**config.mk**
```make
export PLATFORM = sky130hd
export DESIGN_NAME = membank_burst_ctrl
export DESIGN_NICKNAME = d
export VERILOG_FILES = /design/src/rtl/membank_pkg.sv /design/src/rtl/membank_burst_ctrl.sv
export SDC_FILE = /design/constraint.sdc
export NUM_CORES = 1
export LEC_CHECK = 0
export CORE_ASPECT_RATIO = 2
export CORE_MARGIN = 4
export CORE_UTILIZATION = 36
export DETAILED_ROUTE_END_ITERATION = 12
export PLACE_DENSITY = 0.82
export SLEW_MARGIN = 10
export SYNTH_ARGS = -nofsm -noshare
export SYNTH_HDL_FRONTEND = slang
export SYNTH_SLANG_ARGS = --single-unit
```
**constraint.sdc**
```tcl
create_clock -name clk -period 1.5 [get_ports clk]
set_input_delay 0.45 -clock clk [delete_from_list [all_inputs] [get_ports clk]]
set_output_delay 0.45 -clock clk [all_outputs]
set_load 0.005 [all_outputs]
```
**src/rtl/membank_pkg.sv**
```systemverilog
// Shared widths and FSM state encoding for the node memory bank burst controller.
package membank_pkg;

    localparam int WORD_WIDTH = 16;
    localparam int IDX_WIDTH  = 6;
    localparam int LEN_WIDTH  = 5;
    localparam int BANK_WORDS = 32;

    typedef enum logic [2:0] {
        IDLE,
        WRITE,
        READ,
        DRAIN,
        DONE
    } state_t;

endpackage

```
**src/rtl/membank_burst_ctrl.sv**
```systemverilog
// Burst controller between a valid/ready word stream and the 16-bit bank port.
// All bank indices come from ptr, which is kept even so idx+1 never leaves the bank.
module membank_burst_ctrl
    import membank_pkg::*;
#(
    parameter int WORD_WIDTH = membank_pkg::WORD_WIDTH,
    parameter int IDX_WIDTH  = membank_pkg::IDX_WIDTH,
    parameter int LEN_WIDTH  = membank_pkg::LEN_WIDTH
) (
    input  logic                  clk,
    input  logic                  rst,
    input  logic                  start,
    input  logic                  rw,
    input  logic [IDX_WIDTH-1:0]  base_idx,
    input  logic [LEN_WIDTH-1:0]  len,
    output logic                  busy,
    output logic                  done,
    input  logic [WORD_WIDTH-1:0] s_data,
    input  logic                  s_valid,
    output logic                  s_ready,
    output logic [WORD_WIDTH-1:0] m_data,
    output logic                  m_valid,
    input  logic                  m_ready,
    output logic                  mem_wr_en,
    output logic [IDX_WIDTH-1:0]  mem_index,
    output logic [WORD_WIDTH-1:0] mem_wdata,
    input  logic [WORD_WIDTH-1:0] mem_rdata
);

    // One extra bit so the full-bank burst (len==0) fits as a plain count.
    localparam int CNT_W = LEN_WIDTH + 1;

    state_t               state;
    logic [IDX_WIDTH-1:0] ptr;
    logic [CNT_W-1:0]     cnt;
    logic                 capture;

    assign capture = (state == READ) && (!m_valid || m_ready);

    // NOTE: all state updates use <= so every register samples pre-edge values;
    // blocking assignments here would make ordering between statements matter.
    always_ff @(posedge clk or posedge rst) begin
        if (rst) begin
            // NOTE: m_data is a single output register, not a memory, so it is
            // reset with the control state to give a defined value after reset.
            state   <= IDLE;
            ptr     <= '0;
            cnt     <= '0;
            m_valid <= 1'b0;
            m_data  <= '0;
        end else begin
            case (state)
                IDLE: begin
                    if (start) begin
                        ptr   <= {base_idx[IDX_WIDTH-1:1], 1'b0};
                        cnt   <= (len == '0) ? CNT_W'(BANK_WORDS) : CNT_W'(len);
                        state <= rw ? WRITE : READ;
                    end
                end
                WRITE: begin
                    if (s_valid) begin
                        ptr <= ptr + IDX_WIDTH'(2);
                        cnt <= cnt - CNT_W'(1);
                        if (cnt == CNT_W'(1)) state <= DONE;
                    end
                end
                READ: begin
                    if (capture) begin
                        m_data  <= mem_rdata;
                        m_valid <= 1'b1;
                        ptr     <= ptr + IDX_WIDTH'(2);
                        cnt     <= cnt - CNT_W'(1);
                        if (cnt == CNT_W'(1)) state <= DRAIN;
                    end
                end
                DRAIN: begin
                    // Last word is already held; wait for it to be taken, no re-fetch.
                    if (m_ready) begin
                        m_valid <= 1'b0;
                        state   <= DONE;
                    end
                end
                DONE:    state <= IDLE;
                default: state <= IDLE;
            endcase
        end
    end

    // Status and handshake outputs decode the state register only.
    assign busy      = (state != IDLE);
    assign done      = (state == DONE);
    assign s_ready   = (state == WRITE);
    assign mem_wr_en = (state == WRITE) && s_valid;
    assign mem_index = ptr;
    assign mem_wdata = s_data;

endmodule

```
# After elaboration in Yosys (flattened, before gate mapping)
# Index checks and enable logic that the tools add are counted.
[totals]
mem_count = 0
register_bits = 32
inputBits = 49
output_inout_bits = 43
rom_bits = 0
mem_bits_rw = 0
latchBits = 0
[op_classes]
mux = 20
addsub = 2
order_cmp = 0
multipliers = 0
bitwise = 0
shift = 0
reduce_logical = 13
eq_ne = 11
div = 0
[ops]
columns = ["cell", "n"]
rows = [
  ["$mux W6", 7],
  ["$pmux W6 S3", 2],
  ["$mux W3", 6],
  ["$pmux W3 S4", 1],
  ["$ne A2 B2 Y1 const B", 4],
  ["$add A6 B2 Y6 const B", 1],
  ["$eq A3 B2 Y1 const B", 2],
  ["$eq A6 B1 Y1 const B", 1],
  ["$reduce_and A6 Y1", 1],
  ["$reduce_bool A3 Y1", 2],
  ["$sub A6 B1 Y6 const B", 1],
  ["$logic_not A5 Y1", 1],
  ["$ne A2 B1 Y1 const B", 2],
  ["$reduce_and A4 Y1", 1],
  ["$eq A3 B1 Y1 const B", 1],
  ["$eq A3 B3 Y1 const B", 1],
  ["$logic_not A3 Y1", 1],
  ["$reduce_and A3 Y1", 1],
  ["$logic_and A1 B1 Y1", 2],
  ["$mux W1", 2],
  ["$mux W2", 1],
  ["$pmux W1 S2", 1],
  ["$reduce_and A2 Y1", 1],
  ["$reduce_bool A2 Y1", 1],
  ["2 further kinds", 2],
]

# Longest topological paths before layout
# Gate-level depths: netlist (run 1).
[logic_depth]
depth_word = 5
mapped_depth = 6

# Worst setup path before layout (run 1)
# OpenSTA, ideal clock, no wires.
[synth_timing]
path_type = "register to output"
startpoint = "reg state[2]"
endpoint = "out mem_wr_en"
n_path_buf = 1
path_slack_ns = -0.029
path_stages_with_launch = 5
t_arrival_ns = 1.079
path_cell_list = "dfrtp_1 -> clkbuf_1 -> nand2b_1 -> nor2_1 -> and2_1"
[synth_via]
elab_chain_cells = 2
[synth_rtl]
columns = ["item", "line", "text"]
rows = [
  ["start: declaration", "membank_burst_ctrl.sv:33", "state_t state;"],
  ["start signal: assignment", "membank_burst_ctrl.sv:57", "state <= rw ? WRITE : READ;"],
  ["$eq A3 B1 Y1", "n/a", ""],
  ["named net s_ready", "membank_burst_ctrl.sv:20", "output logic s_ready,"],
  ["$logic_and A1 B1 Y1", "membank_burst_ctrl.sv:93", "assign mem_wr_en = (state == WRITE) && s_valid;"],
  ["end: declaration", "membank_burst_ctrl.sv:24", "output logic mem_wr_en,"],
]
# The timed path passes the listed nets, and every way through them passes these cells.

# Worst setup path in the final report (run 1)
[layout_timing]
startpoint = "reg state[0]"
endpoint = "reg ptr[1], in the netlist mem_index[1]"
[layout_via]
elab_chain_cells = 4
word_cells_on_any_way = 10
classes_between = "eq/ne: 5; mux: 1; reduce/logical: 4"
[layout_rtl]
columns = ["item", "line", "text"]
rows = [
  ["$eq A3 B2 Y1", "membank_burst_ctrl.sv:38, membank_burst_ctrl.sv:52", ""],
  ["$logic_and A1 B1 Y1", "membank_burst_ctrl.sv:38", "assign capture = (state == READ) && (!m_valid || m_ready);"],
  ["$ne A2 B2 Y1 (no source line)", "n/a", ""],
  ["$reduce_and A4 Y1 (no source line)", "n/a", ""],
  ["end signal: assignment", "membank_burst_ctrl.sv:55", "ptr <= {base_idx[IDX_WIDTH-1:1], 1'b0};"],
  ["end signal: assignment", "membank_burst_ctrl.sv:62", "ptr <= ptr + IDX_WIDTH'(2);"],
  ["end signal: assignment", "membank_burst_ctrl.sv:71", "ptr <= ptr + IDX_WIDTH'(2);"],
  ["end: declaration", "membank_burst_ctrl.sv:34", "logic [IDX_WIDTH-1:0] ptr;"],
]
# Several ways; a longest one is shown, not always the timed one.
# A chain may end at the register's enable or synchronous reset.

==> flow_summary.ini, run 1 <==
[run_status]
outcome = finished, violations left
violations = setup timing

[clock_network]
deepest_clock_path_buffer_count = 2
cts_buffers = 5
numClockSinks = 31
cts-htree-levels = 2
hold_buffers = 0
later_pin_clock_latency_in_the_skew_report_ns = 0.28
clkTransAtPathRegs_ns = 0.07
clock_tree_from_tritoncts = done
root_buffer = sky130_fd_sc_hd__clkbuf_8

[yosys]
postSynthCellCount = 164
netlist-cell-type-count = 39
synth-seq-area-share = 0.4297
number_of_register_bits_inferred_by_synthesis = 31
synth_enable_flop_cells = 0
yosys_warnings = 0
synth_fp_nets = 216
yosysTopAreaCell = sky130_fd_sc_hd__dfrtp_1
synth-async-reset-ratio = 1.000
synth_area_mm2 = 0.001805
netlist_top_cells_area = sky130_fd_sc_hd__dfrtp_1 43%, sky130_fd_sc_hd__mux2_2 11%, sky130_fd_sc_hd__buf_4 8.3%
synth_largest_type_area_fraction = 0.4297
postSynthAreaPerCell_um2 = 11.01
synth_top_flop_cell = sky130_fd_sc_hd__dfrtp_1

[sta]
final-hold-violation-count = 0
fin_skew_ns = 0.008629
layout_setup_ws_ns = -0.2760
slew_viols_final = 0
clock_period_minus_worst_slack_ns = 1.776
setup_repair_after_global_routing_missed_its_margin = yes
final-setup-viol-count = 31
max_freq_mhz = 563.1
min_period_over_period = 1.184

[setup_path]
critPathRequiredTime_ns = 1.66
crit_path_start_kind = register
critPathMaxStageDelay_ns = 0.44
register_to_register_path_depth = 7
critical_path.cell_chain = buf_6 > buf_6 > mux2_4 > a32oi_4 > buf_12 > nor3b_2 > a211o_1
setup_crit_path_kind = reg -> reg
worst_setup_path_end_kind = register
timing.critical_path.slowest_stage_cell = sky130_fd_sc_hd__dfrtp_2
reg2reg_setup_slack_ns = -0.28
critical_path.max_fanout = 8
r2r_end = mem_index[1]
worstPathArrival_ns = 1.94
critical_path.most_common_cell = sky130_fd_sc_hd__buf_6
timing.rr.start = state[0]

[worst_hold_path]
min-delay-path-class = reg -> reg
min_to = m_data[5]
critical_hold_path_startpoint = m_data[5]
worst_hold_depth = 1

[route]
remaining_drc_errors = 0
vias = 1490
routed_wirelength_um = 4399
post_drt_via_cell_ratio = 5.017
drt_first_iter_violations = 52
post_drt_wl_per_cell_um = 14.81
first_pass_iters = 4
final_antenna_net_count = 0

[finish]
antenna_cells_inserted = 0
layout_commonest_cell = sky130_fd_sc_hd__clkdlybuf4s50_1
area_growth_pct = 52.95
nets = 291
final_cell_mix = 30 x sky130_fd_sc_hd__clkdlybuf4s50_1, 29 x sky130_fd_sc_hd__dfrtp_1, 23 x sky130_fd_sc_hd__dlygate4sd2_1
finish.cell_count_without_fillers = 297
final_layout_size_suffix_gt1_frac = 0.3667

[die]
ios = 92
overall_die_width_um = 58.08
core_region_area_mm2 = 0.004865
die_h_um = 108.2
std_cell_rows = 36
starting_density_of_the_core = 0.3711
area_of_the_die_mm2 = 0.006281

[pwr]
worst_ir_drop_vdd_mv = 1.358
leakage_nw = 1.272
power_density_mw_per_mm2 = 2282
total_power_mw = 6.301

[place]
dpl.cell_count = 276
port_buffers = 57
place.gp.congestion = 0.9152
dp.final_hpwl_um = 3164

[global_route]
grt_start_max_net_pins = 32
first_global_vias = 1525
wire_length_of_the_first_global_routing_pass_um = 7017
grt_remaining_overflow = 0
grt_antenna_before_repair = 0
grt_use_total = 0.1443

[run]
cap_violations = 0
-- worst max-delay path by stage --
stage	from	end	slack, ns	cells after the start
detailed placement	s_valid	mem_wr_en	-0.56	3
global route	state[0]	mem_index[4]	-0.33	8
CTS	state[0]	cnt[0]	-0.26	7
floorplan	state[0]	cnt[5]	0.002	6
finish	state[0]	mem_index[1]	-0.28	7
global placement	s_valid	mem_wr_en	-0.55	3
-- flip-flops by register name, summed over array words and instances, names as in the netlist --
register / count
cnt: 6
m_data: 16
m_valid: 1
mem_index: 5
state: 3
-- final cells by class --
class	count	area, um^2
Clock buffer	8	100.1
Fill cell	409	2103
Inverter	11	41.29
Multi-Input combinational cell	97	865.8
Sequential cell	31	778.2
Tap cell	57	71.32
Timing Repair Buffer	93	904.6
-- worst max-delay path, delay by kind of cell, from the launching register on --
family | cells | cell delay, ns
AND/OR/NAND/NOR | 1 | 0.05
flip-flops | 1 | 0.44
AO/OA/AOI/OAI | 2 | 0.46
multiplexers | 1 | 0.31
buffers and inverters | 3 | 0.41
-- cells in the mapped netlist, types with 2 or more instances --
library cell and instances:
sky130_fd_sc_hd__dfrtp_1 31, sky130_fd_sc_hd__buf_4 20, sky130_fd_sc_hd__mux2_2 17, sky130_fd_sc_hd__inv_1 11, sky130_fd_sc_hd__mux2i_1 8, sky130_fd_sc_hd__nor2_1 8
sky130_fd_sc_hd__a21oi_1 5, sky130_fd_sc_hd__nand2_1 5, sky130_fd_sc_hd__o21ai_0 5, sky130_fd_sc_hd__nand3_1 4, sky130_fd_sc_hd__nor2b_1 4, sky130_fd_sc_hd__o22ai_2 4
sky130_fd_sc_hd__ha_1 3, sky130_fd_sc_hd__nor3_1 3, sky130_fd_sc_hd__nor3b_1 3, sky130_fd_sc_hd__nor4_1 3, sky130_fd_sc_hd__a211o_1 2, sky130_fd_sc_hd__a22o_1 2
sky130_fd_sc_hd__and2_1 2, sky130_fd_sc_hd__buf_6 2, sky130_fd_sc_hd__clkbuf_1 2, sky130_fd_sc_hd__nand2b_1 2, sky130_fd_sc_hd__nor2_4 2
-- per-stage QoR --
stage / hold slack (ns) / util / cell area, um^2 / worst slack, ns / setup TNS, ns
final: 0.4981 / 0.5676 / 2761 / -0.2760 / -4.769
after global routing: 0.5070 / 0.5676 / 2761 / -0.3281 / -6.755
after CTS: 0.5028 / 0.5556 / 2703 / -0.2641 / -3.442
after detailed placement: 0.4931 / 0.5057 / 2460 / -0.5608 / -12.81
after global placement: 0.4847 / 0.5057 / 2460 / -0.5548 / -12.34
after floorplan: 0.4743 / - / 1808 / 0.001529 / 0
-- metal layers --
metal / up-vias / wire [um] / GRT usage
met4: 0 / 92 / 0.05970
met5: - / 0 / 0
met1: 706 / 1343 / 0.1378
met2: 69 / 2658 / 0.2775
met3: 13 / 304 / 0.03823
li1: 702 / - / -
-- cell families (layout without fill, tap and decap cells) --
kind of cell	after synthesis	in the layout	share of synthesized area
simple gates	41	41	0.1317
buf+inv	36	112	0.1254
flops	31	31	0.4297
mux	26	26	0.1587
compound gates	25	25	0.1164
fa+ha+maj	3	3	0.02079
other cells	1	1	0.002077
xor+xnor	1	1	0.01525
-- where the power goes --
group          leakage [nW]  switching, mW  internal, mW
clock                0.0515          0.297         0.418
sequential            0.370          0.269          1.28
combinational         0.851           1.70          2.33
total                  1.27           2.27          4.03
-- what timing repair did --
action                                  CTS  global route
endpoints found under the setup margin   54            33
pin swaps                                10             3
cloned                                    0             1
setup buffers                            11             1
resized for setup                        65             8
Note: power is estimated with default switching activity, not from simulation.
==> run 2: changes to the inputs <==
SKIP_LAST_GASP = 1   (was not set)
==> flow_summary.ini, run 2 (synthesis results as in run 1) <==
[sta]
min_period_over_period = 1.176
layout_setup_ws_ns = -0.2639
setup_repair_after_global_routing_missed_its_margin = yes
fin_skew_ns = 0.007395
final-setup-viol-count = 31
max_freq_mhz = 566.9
clock_period_minus_worst_slack_ns = 1.764
final-hold-violation-count = 0
slew_viols_final = 0
totalNegativeSetupSlack_ns = -4.718
finalHoldWorstSlack_ns = 0.4981

[setup_path]
critPathRequiredTime_ns = 1.66
register_to_register_path_depth = 7
r2r_end = mem_index[1]
setup_crit_path_kind = reg -> reg
crit_path_start_kind = register
critical_path.max_fanout = 8
worstPathArrival_ns = 1.93
worst_setup_path_end_kind = register
reg2reg_setup_slack_ns = -0.26
timing.rr.start = state[0]

[finish]
final_layout_size_suffix_gt1_frac = 0.3610
layout.cell_area.non_filler_mm2 = 0.002753
area_growth_pct = 52.46
multiInputGateArea_um2 = 858.3
top_register = m_data
final_cell_mix = 31 x sky130_fd_sc_hd__clkdlybuf4s50_1, 29 x sky130_fd_sc_hd__dfrtp_1, 24 x sky130_fd_sc_hd__buf_4
register_area_um2 = 778.2
layout_commonest_cell = sky130_fd_sc_hd__clkdlybuf4s50_1
finish.utilization = 0.5658
largest_reg_flops = 16
antenna_cells_inserted = 0
nFillCells = 409
nets = 292

[place]
place.gp.congestion = 0.9152
dp.final_hpwl_um = 3164
dpl_cell_area_mm2 = 0.002460
port_buffers = 57

[route]
met3_length_um = 272
remaining_drc_errors = 0
detail_route.wirelength.met1_um = 1363
post_drt_via_cell_ratio = 4.940
vias = 1472
top_signal_layer_used = met4
post_drt_wl_per_cell_um = 14.73
routed_wirelength_um = 4389
first_pass_iters = 4
final_antenna_net_count = 0
route.met2.wl_um = 2681
drt_first_iter_violations = 44

[worst_hold_path]
min-delay-path-class = reg -> reg
critical_hold_path_startpoint = m_data[5]
worst_hold_depth = 1
min_to = m_data[5]

[die]
core_region_area_mm2 = 0.004865
overall_die_width_um = 58.08
ios = 92
die_h_um = 108.2
area_of_the_die_mm2 = 0.006281
std_cell_rows = 36
starting_density_of_the_core = 0.3711

[clock_network]
cts-htree-levels = 2
numClockSinks = 31
later_pin_clock_latency_in_the_skew_report_ns = 0.28
cts_buffers = 5
root_buffer = sky130_fd_sc_hd__clkbuf_8
hold_buffers = 0
clkTransAtPathRegs_ns = 0.07
deepest_clock_path_buffer_count = 2
clock_tree_from_tritoncts = done

[pwr]
power_density_mw_per_mm2 = 2268
leakage_nw = 1.273
worst_ir_drop_vdd_mv = 1.336

[run_status]
outcome = finished, violations left
violations = setup timing

[global_route]
first_global_vias = 1524
grt_use_total = 0.1429
grt_antenna_before_repair = 0
wire_length_of_the_first_global_routing_pass_um = 6948
grt_remaining_overflow = 0
grt_start_max_net_pins = 32

[run]
cap_violations = 0
run 2: changes by cell type in the layout (fill, tap and decap cells not counted), sizes merged:
cell           before  now
clkdlybuf4s50      30   31
dlygate4sd2        23   22
clkbuf              9   10
run 2: through the flow:
| step | cells | total power [mW] | setup slack, ns |
|---|---|---|---|
| floorplan | 164 | 3.661 | 0.001529 |
| global placement | 276 | 4.987 | -0.5548 |
| detailed placement | 276 | 5.092 | -0.5608 |
| CTS | 295 | 6.102 | -0.2677 |
| global route | 298 | 6.703 | -0.3098 |
| finish | 298 | 6.242 | -0.2639 |
run 2: report_power, final:
| group | internal, mW | leakage [nW] | switching, mW |
|---|---|---|---|
| Clock | 0.418 | 0.0515 | 0.293 |
| Sequential | 1.28 | 0.370 | 0.266 |
| Combinational | 2.32 | 0.852 | 1.67 |
run 2: critical path: stages (launching register included):
cell	delay (ns)
sky130_fd_sc_hd__dfrtp_2	0.43
sky130_fd_sc_hd__buf_6	0.12
sky130_fd_sc_hd__buf_6	0.11
sky130_fd_sc_hd__mux2_4	0.31
sky130_fd_sc_hd__a32oi_4	0.20
sky130_fd_sc_hd__buf_12	0.17
sky130_fd_sc_hd__nor3b_2	0.05
sky130_fd_sc_hd__a211o_1	0.26
run 2: how the worst max path moves through the flow:
stage | from | to | slack (ns) | depth (start not counted)
CTS | s_valid | mem_wr_en | -0.27 | 3
global route | state[0] | mem_index[1] | -0.31 | 7
detailed placement | s_valid | mem_wr_en | -0.56 | 3
floorplan | state[0] | cnt[5] | 0.002 | 6
finish | state[0] | mem_index[1] | -0.26 | 7
global placement | s_valid | mem_wr_en | -0.55 | 3
run 2: cell type report:
type	instances	share of cell area
well taps	57	0.02591
multi-input cells	97	0.3118
clock buffers	8	0.03636
repair buffers	94	0.3282
inverters	11	0.01500
flip-flops and latches	31	0.2827
run 2: metal layers:
layer | vias to the layer above | global-route usage
met3 | 8 | 0.03345
met4 | 0 | 0.05804
li1 | 702 | -
met5 | - | 0
met2 | 55 | 0.2783
met1 | 707 | 0.1363
run 2: timing repair:
action                     in CTS  in global routing
setup endpoints to repair      54                 33
gates resized for setup        58                  7
cloned                          0                  1
buffers inserted               11                  2
pin swaps                      10                  3
